--- src/rtl/uart_pkg.sv ---
// Shared types for the UART receive path: parity selection, receiver FSM states
// and the FIFO entry layout (data sized for the widest supported frame).
package uart_pkg;

  localparam int unsigned MAX_DATA_BITS = 9;

  typedef enum logic [1:0] {
    PAR_NONE = 2'd0,
    PAR_ODD  = 2'd1,
    PAR_EVEN = 2'd2
  } parity_t;

  typedef enum logic [2:0] {
    S_IDLE,
    S_START,
    S_DATA,
    S_PARITY,
    S_STOP,
    S_BREAK
  } rx_state_t;

  typedef struct packed {
    logic                     frame_err;
    logic                     parity_err;
    logic [MAX_DATA_BITS-1:0] data;
  } rx_entry_t;

endpackage

--- src/rtl/sync_fifo.sv ---
// Generic single-clock FIFO with wrap-bit pointers; head is visible combinationally.
// A push into a full FIFO succeeds only when a pop happens in the same cycle.
module sync_fifo #(
  parameter int unsigned DEPTH = 4,
  parameter type T = logic [7:0]
) (
  input  logic i_clk,
  input  logic i_rst,
  input  logic i_push,
  input  T     i_data,
  input  logic i_pop,
  output T     o_data,
  output logic o_empty,
  output logic o_full
);

  localparam int unsigned AW = $clog2(DEPTH);

  T             r_mem [DEPTH];
  logic [AW:0]  r_wr;
  logic [AW:0]  r_rd;
  logic         w_do_pop;
  logic         w_do_push;

  assign o_empty   = (r_wr == r_rd);
  assign o_full    = (r_wr[AW] != r_rd[AW]) && (r_wr[AW-1:0] == r_rd[AW-1:0]);
  assign w_do_pop  = i_pop && !o_empty;
  assign w_do_push = i_push && (!o_full || w_do_pop);
  assign o_data    = o_empty ? '0 : r_mem[r_rd[AW-1:0]];

  always_ff @(posedge i_clk or posedge i_rst) begin
    if (i_rst) begin
      r_wr <= '0;
      r_rd <= '0;
    end else begin
      if (w_do_push) r_wr <= r_wr + (AW+1)'(1);
      if (w_do_pop)  r_rd <= r_rd + (AW+1)'(1);
    end
  end

  always_ff @(posedge i_clk) begin
    if (w_do_push) r_mem[r_wr[AW-1:0]] <= i_data;
  end

endmodule

--- src/rtl/uart_rx_fifo.sv ---
// Parametrised UART receiver: synchroniser, mid-bit sampling FSM, error flags,
// sticky overrun and a small ready/valid receive FIFO.
module uart_rx_fifo
  import uart_pkg::*;
#(
  parameter int unsigned DIV_WIDTH  = 12,
  parameter int unsigned DIVISOR    = 2604,
  parameter int unsigned DATA_BITS  = 8,
  parameter int unsigned PARITY     = 0,
  parameter int unsigned STOP_BITS  = 1,
  parameter int unsigned FIFO_DEPTH = 4
) (
  input  logic                 CLK,
  input  logic                 RST,
  input  logic                 in,
  output logic [DATA_BITS-1:0] out,
  output logic                 valid,
  input  logic                 ready,
  output logic                 frame_err,
  output logic                 parity_err,
  output logic                 overrun,
  input  logic                 overrun_clr,
  output logic                 busy
);

  localparam parity_t              PAR       = parity_t'(2'(PARITY));
  localparam logic [DIV_WIDTH-1:0] HALF_LOAD = DIV_WIDTH'(DIVISOR / 2 - 1);
  localparam logic [DIV_WIDTH-1:0] FULL_LOAD = DIV_WIDTH'(DIVISOR - 1);
  localparam logic [3:0]           LAST_BIT  = 4'(DATA_BITS - 1);

  logic [1:0]           r_sync;
  rx_state_t            r_state;
  logic [DIV_WIDTH-1:0] r_cnt;
  logic [3:0]           r_bit;
  logic                 r_stop_idx;
  logic [DATA_BITS-1:0] r_shift;
  logic                 r_frame_bad;
  logic                 r_parity_bad;
  logic                 r_overrun;

  logic                 w_rx_s;
  logic                 w_tick;
  logic                 w_last_stop;
  logic                 w_frame_bad_final;
  logic                 w_push;
  logic                 w_pop;
  logic                 w_empty;
  logic                 w_full;
  rx_entry_t            w_entry;
  rx_entry_t            w_head;
  logic                 w_unused_head;

  assign w_rx_s            = r_sync[1];
  assign w_tick            = (r_cnt == '0);
  assign w_last_stop       = (STOP_BITS == 1) || r_stop_idx;
  assign w_frame_bad_final = r_frame_bad | ~w_rx_s;
  assign w_push            = (r_state == S_STOP) && w_tick && w_last_stop;
  assign w_pop             = valid && ready;

  always_comb begin
    w_entry                      = '0;
    w_entry.frame_err            = w_frame_bad_final;
    w_entry.parity_err           = r_parity_bad;
    w_entry.data[DATA_BITS-1:0]  = r_shift;
  end

  always_ff @(posedge CLK or posedge RST) begin
    if (RST) r_sync <= '1;
    else     r_sync <= {r_sync[0], in};
  end

  always_ff @(posedge CLK or posedge RST) begin
    if (RST) begin
      r_state      <= S_IDLE;
      r_cnt        <= '0;
      r_bit        <= '0;
      r_stop_idx   <= 1'b0;
      r_shift      <= '0;
      r_frame_bad  <= 1'b0;
      r_parity_bad <= 1'b0;
    end else begin
      case (r_state)
        S_IDLE: begin
          if (!w_rx_s) begin
            r_cnt   <= HALF_LOAD;
            r_state <= S_START;
          end
        end
        S_START: begin
          if (!w_tick) begin
            r_cnt <= r_cnt - DIV_WIDTH'(1);
          end else if (w_rx_s) begin
            r_state <= S_IDLE;
          end else begin
            r_cnt        <= FULL_LOAD;
            r_bit        <= '0;
            r_frame_bad  <= 1'b0;
            r_parity_bad <= 1'b0;
            r_state      <= S_DATA;
          end
        end
        S_DATA: begin
          if (!w_tick) begin
            r_cnt <= r_cnt - DIV_WIDTH'(1);
          end else begin
            r_cnt   <= FULL_LOAD;
            r_shift <= {w_rx_s, r_shift[DATA_BITS-1:1]};
            if (r_bit == LAST_BIT) begin
              r_stop_idx <= 1'b0;
              r_state    <= (PAR == PAR_NONE) ? S_STOP : S_PARITY;
            end else begin
              r_bit <= r_bit + 4'd1;
            end
          end
        end
        S_PARITY: begin
          if (!w_tick) begin
            r_cnt <= r_cnt - DIV_WIDTH'(1);
          end else begin
            r_cnt        <= FULL_LOAD;
            r_parity_bad <= ((^r_shift) ^ w_rx_s) != (PAR == PAR_ODD);
            r_state      <= S_STOP;
          end
        end
        S_STOP: begin
          if (!w_tick) begin
            r_cnt <= r_cnt - DIV_WIDTH'(1);
          end else if (w_last_stop) begin
            // All-zero data with a low stop bit is a line break; hold until the line recovers.
            r_cnt   <= '0;
            r_state <= (r_shift == '0 && w_frame_bad_final) ? S_BREAK : S_IDLE;
          end else begin
            r_cnt       <= FULL_LOAD;
            r_frame_bad <= w_frame_bad_final;
            r_stop_idx  <= 1'b1;
          end
        end
        S_BREAK: begin
          if (w_rx_s) r_state <= S_IDLE;
        end
        default: r_state <= S_IDLE;
      endcase
    end
  end

  // A same-cycle set wins over the clear.
  always_ff @(posedge CLK or posedge RST) begin
    if (RST)                             r_overrun <= 1'b0;
    else if (w_push && w_full && !w_pop) r_overrun <= 1'b1;
    else if (overrun_clr)                r_overrun <= 1'b0;
  end

  sync_fifo #(
    .DEPTH (FIFO_DEPTH),
    .T     (rx_entry_t)
  ) u_fifo (
    .i_clk   (CLK),
    .i_rst   (RST),
    .i_push  (w_push),
    .i_data  (w_entry),
    .i_pop   (w_pop),
    .o_data  (w_head),
    .o_empty (w_empty),
    .o_full  (w_full)
  );

  assign valid         = !w_empty;
  assign out           = w_head.data[DATA_BITS-1:0];
  assign frame_err     = w_head.frame_err;
  assign parity_err    = w_head.parity_err;
  assign overrun       = r_overrun;
  assign busy          = (r_state != S_IDLE);
  assign w_unused_head = ^w_head.data;

endmodule

--- config.mk ---
export PLATFORM = sky130hd
export DESIGN_NAME = uart_rx_fifo
export DESIGN_NICKNAME = d
export VERILOG_FILES = /design/src/rtl/uart_pkg.sv /design/src/rtl/sync_fifo.sv /design/src/rtl/uart_rx_fifo.sv
export SDC_FILE = /design/constraint.sdc
export NUM_CORES = 1
export LEC_CHECK = 0
export ABC_CLOCK_PERIOD_IN_PS = 4650
export CELL_PAD_IN_SITES_DETAIL_PLACEMENT = 1
export CELL_PAD_IN_SITES_GLOBAL_PLACEMENT = 2
export CORE_AREA = 3 3 96 98
export CTS_BUF_LIST = sky130_fd_sc_hd__clkbuf_2 sky130_fd_sc_hd__clkbuf_4 sky130_fd_sc_hd__clkbuf_8
export DETAILED_ROUTE_END_ITERATION = 16
export DIE_AREA = 0 0 99 101
export GPL_TIMING_DRIVEN = 0
export PLACE_DENSITY_LB_ADDON = 0.1
export SLEW_MARGIN = 30
export SYNTH_ARGS = -nofsm -noshare
export SYNTH_HDL_FRONTEND = slang
export SYNTH_SLANG_ARGS = --single-unit
--- constraint.sdc ---
create_clock -name CLK -period 4.65 [get_ports CLK]
set_clock_uncertainty 0.1 [all_clocks]
set_input_delay 0.6975 -clock CLK [delete_from_list [all_inputs] [get_ports CLK]]
set_output_delay 0.6975 -clock CLK [all_outputs]
set_load 0.05 [all_outputs]
==> summary.txt, run 1 <==
Setup path
  – Worst R2R Start: r_state[2]$_DFFE_PP0P_
  – WP buf/inv: 2
  – R2r worst-path depth: 5
  – Worst R2R Setup Slack: 1.53 ns
  – Crit path max-delay cell type: clkdlybuf4s50_1
  – Setup crit start kind: flop
  – Worst stage delay on the critical path: 0.69 ns
  – R2R Path End: u_fifo.r_mem[0][0]$_DFFE_PP_
  – CP top delay family: buffers and inverters
  – Critical path required time: 3.85 ns
  – Worst-path cell chain: buf_1 > mux4_2 > and2_1 > clkdlybuf4s50_1
  – CP Class: reg -> out
  – Crit path capture type: output pin
  – Crit path arrival time: 2.88 ns
  – CP max FO: 10

Placed design
  – IO buf count: 17
  – DP HPWL: 5810 um
  – GP Congestion: 0.774

Clock network
  – Postcts setup bufs: 0
  – CTS tree: built
  – Root buffer cell: clkbuf_8
  – CTS Hold Bufs: 0
  – CTS max path bufs: 2
  – Number of gates resized after cts: 0
  – # H-tree levels: 3
  – Worst-path clk slew: 0.09 ns
  – Clock sinks: 77
  – Clock Latency Late Sink: 0.35 ns
  – TritonCTS Buffers: 9

Synth
  – Area contributors post-synth: edfxtp_1 (32%), dfrtp_1 (23%), mux4_2 (6.0%), ha_1 (4.0%), o21ai_0 (2.5%)
  – Unique masters post-synth: 59
  – Adder-Cell Fraction of Synth Area: 4.00%
  – Ys async rst share: 48.1%
  – Post-Synth XOR/XNOR Area: 2.57%
  – Top cells by count, synth: edfxtp_1 (40), dfrtp_1 (35), nand2_1 (21)
  – Synthesized Nets: 324
  – Syn_area_per_cell: 12.2 sq um
  – Post-synthesis mux area share: 7.01%
  – Leading area contributor after synthesis: edfxtp_1
  – Yosys reg bits: 77
  – Post-synth top flop: edfxtp_1
  – Compound-gate portion of the synthesized area: 11.7%
  – Post-synthesis cell area: 3750 sq um
  – Most common cell in the synthesized netlist: edfxtp_1
  – Post-Synth Simple-Gate Area: 14.3%
  – Sequential fraction of the synthesis area: 56.8%
  – Post-synth top area share: 32.0%
  – Cells after Synth: 307
  – Synth warn: 0
  – Largest family of logic cells by synthesized area: simple AND/OR/NAND/NOR gates
  – EDFF count, synth: 40

Die
  – Core Rows: 34
  – Placeable Area: 8550 sq um
  – Initial Util: 43.9%
  – I/O Pins: 18
  – Die H: 101 um
  – Die Wd: 99 um
  – Die area: 10000 sq um

Timing
  – FMAX: 0.272 GHz
  – Fin Setup TNS: 0 ns
  – Slew Viols, Final: 0
  – Final hold vios: 0
  – RSZ-0062 raised after global routing: false
  – Worst Max-Slew Pin Slew: 0.994 ns
  – Fin crit share: 79.1%
  – Final worst path period need: 3.68 ns
  – Max transition margin: 33.2%
  – Final Setup Violations: 0

Global routing
  – Largest net degree at the start of global routing: 20
  – Vias in the first global route: 2672
  – First-pass GRT wire length: 14100 um
  – Gr usage total: 18.2%
  – Total gr overflow: 0
  – Initial antenna violation count: 0

Power
  – Combinational Power Share: 14.1%
  – Sequential group share of total power: 48.0%
  – Pleak: 1.67 nW
  – Power Total: 1.55 mW
  – Clock share of power: 37.8%
  – Peak supply drop: 0.152 mV
  – Pint: 1.14 mW
  – PwrDens: 358 nW/um^2
  – Sw Share: 27.0%
  – Psw: 420 uW

Routing
  – DRC Markers: 0
  – DR WL/cell: 18.6 um
  – DR vias/cell: 5.70
  – Detailed Route Iter0 Violations: 85
  – Post-route antenna net violation count: 0
  – Pre-antenna DRT Iters: 4
  – DRT Wirelength: 8350 um
  – Total number of vias: 2565

Cells and area
  – Share of cells above drive strength 1: 13.7%
  – Fill cells: 912
  – Ant. Diodes: 0
  – Fin nets: 354
  – Area grow syn2layout: 15.7%

Run
  – Max Cap Viol: 0

Hold path
  – Hold worst-path end: r_sync[1]$_DFF_PP1_
  – Hold Path Class: reg -> reg
  – Hold path depth: 0
  – Hold_sp: r_sync[0]$_DFF_PP1_

Outcome
  – Status: finished, final reports clean
[routing by layer]
metal  vias up  part of all wire [%]  track usage, %
met1      1306                    46            24.0
met4         0                   1.1            5.36
met2        34                    50            30.7
met3         9                   2.9            3.32
met5         -                     0               0
li1       1216                     -               -
[cells by family (layout without fill, tap and decap cells)]
| family | Yosys count | after routing |
|---|---|---|
| simple gates | 92 | 92 |
| fa+ha+maj | 12 | 12 |
| xor+xnor | 11 | 11 |
| flops | 77 | 77 |
| buf+inv | 35 | 70 |
| mux | 13 | 13 |
| compound gates | 67 | 67 |
[worst max-delay path by stage]
stage | from | to | slack [ns] | cells past startpoint
floorplan | r_cnt[0]$_DFFE_PP0P_ | u_fifo.r_mem[3][0]$_DFFE_PP_ | 1.87 | 5
global placement | r_cnt[0]$_DFFE_PP0P_ | u_fifo.r_mem[3][3]$_DFFE_PP_ | 0.67 | 5
detailed placement | u_fifo.r_rd[0]$_DFFE_PP0P_ | parity_err | 1.22 | 4
CTS | u_fifo.r_rd[0]$_DFFE_PP0P_ | parity_err | 0.86 | 4
global route | u_fifo.r_rd[0]$_DFFE_PP0P_ | parity_err | 0.73 | 4
finish | u_fifo.r_rd[0]$_DFFE_PP0P_ | parity_err | 0.97 | 4
[cell usage in the layout (no fill, tap or decap), types with 10 or more instances in the layout]
| cell type | n |
|---|---|
| mux4_2 | 10 |
| dfrtp_1 | 35 |
| edfxtp_1 | 40 |
| inv_1 | 18 |
| clkdlybuf4s50_1 | 17 |
| clkbuf_1 | 11 |
| and2_1 | 14 |
| nand2_1 | 21 |
| ha_1 | 12 |
| o21ai_0 | 19 |
| a21oi_1 | 12 |
[metrics by stage]
stage	hold slack, ns	std cells	instance area [sq um]	worst slack (ns)	util (%)
after floorplan	0.245	307	3750	1.87	-
after global placement	0.250	432	4060	0.670	47.4
after detailed placement	0.251	434	4100	1.22	48.0
after CTS	0.268	450	4330	0.856	50.6
after global routing	0.271	450	4340	0.728	50.7
final	0.260	450	4340	0.972	50.7
[area by class of cell]
| cell class | count | area, sq um | share of cell area (%) |
|---|---|---|---|
| Buffer | 16 | 63.8 | 1.47 |
| Clock buffer | 9 | 124 | 2.85 |
| Clock inverter | 7 | 105 | 2.42 |
| Inverter | 19 | 71.3 | 1.64 |
| Multi-Input combinational cell | 195 | 1510 | 34.7 |
| Sequential cell | 77 | 2130 | 49.1 |
| Tap cell | 108 | 135 | 3.11 |
| Timing Repair Buffer | 19 | 205 | 4.73 |
[sequential cells by signal, summed over array words and instances (netlist names)]
register and cells:
overrun 1, r_bit 4, r_cnt 12, r_parity_bad 1, r_shift 8, r_state 3, r_sync 2, u_fifo.r_mem 40
u_fifo.r_rd 3, u_fifo.r_wr 3
[power groups by stage]
stage	clock [mW]	combinational, mW	sequential [mW]
finish	0.588	0.220	0.747
global route	0.634	0.244	0.750
CTS	0.601	0.228	0.747
global placement	0	0.222	0.760
floorplan	0	0.169	0.757
detailed placement	0	0.229	0.762
Note: power is estimated with default switching activity, not from simulation.
==> inputs of run 2 (changes only) <==
- ABC_CLOCK_PERIOD_IN_PS: 4650 -> 3800
- CORE_AREA: 3 3 96 98 -> 3 3 98 100
- DIE_AREA: 0 0 99 101 -> 0 0 101 103
- clock period: 4.65 -> 3.8 ns (I/O delays scaled with it)
==> run 2 against run 1 <==
  * Clock power is 2% lower
  * Hold slack improved by 0.0023 ns
  * Non-clock buffer count is the same
  * Critical path type unchanged
  * Largest cell class unchanged
==> summary.txt, run 2 (same netlist as run 1, synthesis figures left out) <==
Setup path
  – Crit path max-delay cell type: clkdlybuf4s50_1
  – Critical path required time: 3.13 ns
  – Setup crit start kind: flop
  – Crit path capture type: output pin
  – Worst-path cell chain: buf_1 > mux4_2 > and2_1 > clkdlybuf4s50_1
  – Worst stage delay on the critical path: 0.69 ns
  – CP Class: reg -> out
  – Crit path arrival time: 2.91 ns
  – CP max FO: 10

Global routing
  – First-pass GRT wire length: 13900 um
  – Largest net degree at the start of global routing: 25
  – Gr usage total: 17.3%
  – Initial antenna violation count: 0
  – Total gr overflow: 0
  – Vias in the first global route: 2647

Cells and area
  – Fin nets: 354
  – Non-Filler Instances: 450
  – Most common cell after layout, fill and taps aside: edfxtp_1
  – Core Util, Final: 49.0%
  – Area grow syn2layout: 14.4%
  – Ant. Diodes: 0
  – Commonest cells after routing, fill and taps aside: edfxtp_1 (40), dfrtp_1 (35), nand2_1 (21)
  – Largest register FFs: 40
  – Post-Layout Inst Area: 4290 sq um
  – Share of cells above drive strength 1: 14.0%

Placed design
  – Placed cell area: 4100 sq um
  – Dpl ws: 0.546 ns
  – Placed Cells: 434
  – IO buf count: 17
  – DP HPWL: 5920 um
  – GP Congestion: 0.768

Clock network
  – TritonCTS Buffers: 9
  – Worst-path clk slew: 0.09 ns
  – Postcts setup bufs: 0
  – # H-tree levels: 3
  – Clock Latency Late Sink: 0.35 ns
  – Root buffer cell: clkbuf_8
  – CTS Hold Bufs: 0
  – Number of gates resized after cts: 0
  – CTS max path bufs: 2
  – Clock sinks: 77
  – CTS tree: built

Power
  – Power Total: 1.77 mW
  – Sw Share: 28.9%
  – Peak supply drop: 0.165 mV
  – Psw: 511 uW
  – Clock share of power: 32.8%
  – Sequential group share of total power: 51.7%
  – PwrDens: 411 nW/um^2
  – Combinational Power Share: 15.5%
  – Pint: 1.25 mW
  – Pleak: 1.64 nW

Routing
  – DRT Wirelength: 8150 um
  – DR WL/cell: 18.1 um
  – Pre-antenna DRT Iters: 4
  – DR vias/cell: 5.68
  – Total number of vias: 2557
  – DRC Markers: 0
  – Detailed Route Iter0 Violations: 82
  – Post-route antenna net violation count: 0

Timing
  – Worst hold margin: 0.263 ns
  – Worst Max-Slew Pin Slew: 0.895 ns
  – Slew Viols, Final: 0
  – RSZ-0062 raised after global routing: false
  – Final Setup Violations: 0
  – Max transition margin: 39.9%
  – Final hold vios: 0
  – Final worst path period need: 3.58 ns
  – Fin worst setup slack: 0.220 ns
  – Fin Setup TNS: 0 ns
  – FMAX: 0.279 GHz
  – Fin crit share: 94.2%

Die
  – I/O Pins: 18
  – Die H: 103 um
  – Die Wd: 101 um
  – Placeable Area: 8760 sq um
  – Die area: 10400 sq um
  – Initial Util: 42.8%
  – Core Rows: 34

Outcome
  – Status: finished, final reports clean

Run
  – Max Cap Viol: 0

Hold path
  – Hold Path Class: reg -> reg
## run 2: cell types whose count changed in the layout (fill, tap and decap cells not counted)
cell,change
nor4_1,-1
buf_12,+1
buf_16,-1
clkinv_2,+1
nor4_2,+1
clkinvlp_4,+1
bufinv_16,-2
## run 2: final timing paths
check	startpoint	endpoint	cells past startpoint	slack, ns
setup / recovery	u_fifo.r_rd[0]$_DFFE_PP0P_	out[1]	4	0.22
hold / removal	r_sync[0]$_DFF_PP1_	r_sync[1]$_DFF_PP1_	0	0.26
setup reg to reg	r_state[2]$_DFFE_PP0P_	u_fifo.r_mem[2][7]$_DFFE_PP_	5	0.76
hold reg to reg	r_sync[0]$_DFF_PP1_	r_sync[1]$_DFF_PP1_	0	0.26
max in group asynchronous	RST	r_sync[1]$_DFF_PP1_	3	2.69
min in group asynchronous	RST	r_cnt[8]$_DFFE_PP0P_	2	0.38
## run 2: routing by layer
metal	GRT usage (%)	share of wire, %	up-vias
met3	2.84	2.7	11
met5	0	0	-
met1	24.0	47	1279
met2	27.5	49	47
met4	6.95	1.8	0
li1	-	-	1220
## run 2: area by class of cell
type	count	area, sq um
clock inverters	7	57.6
flip-flops and latches	77	2130
fillers	923	4470
plain buffers	16	63.8
repair buffers	19	198
multi-input cells	195	1510
clock buffers	9	124
inverters	19	71.3
well taps	108	135
## run 2: power by group through the flow
stage                     clock network [mW]  logic, mW  registers (mW)
after floorplan                            0      0.206           0.926
after global placement                     0      0.272           0.930
after detailed placement                   0      0.281           0.932
after CTS                              0.595      0.283           0.913
after global routing                   0.639      0.300           0.917
final                                  0.579      0.273           0.913
## run 2: worst max-delay path: cells and delay by family, from the launching register on
family,cells,cell delay [ns]
buffers and inverters,2,1.32
muxes,1,0.61
DFF,1,0.45
and+or+nand+nor,1,0.17
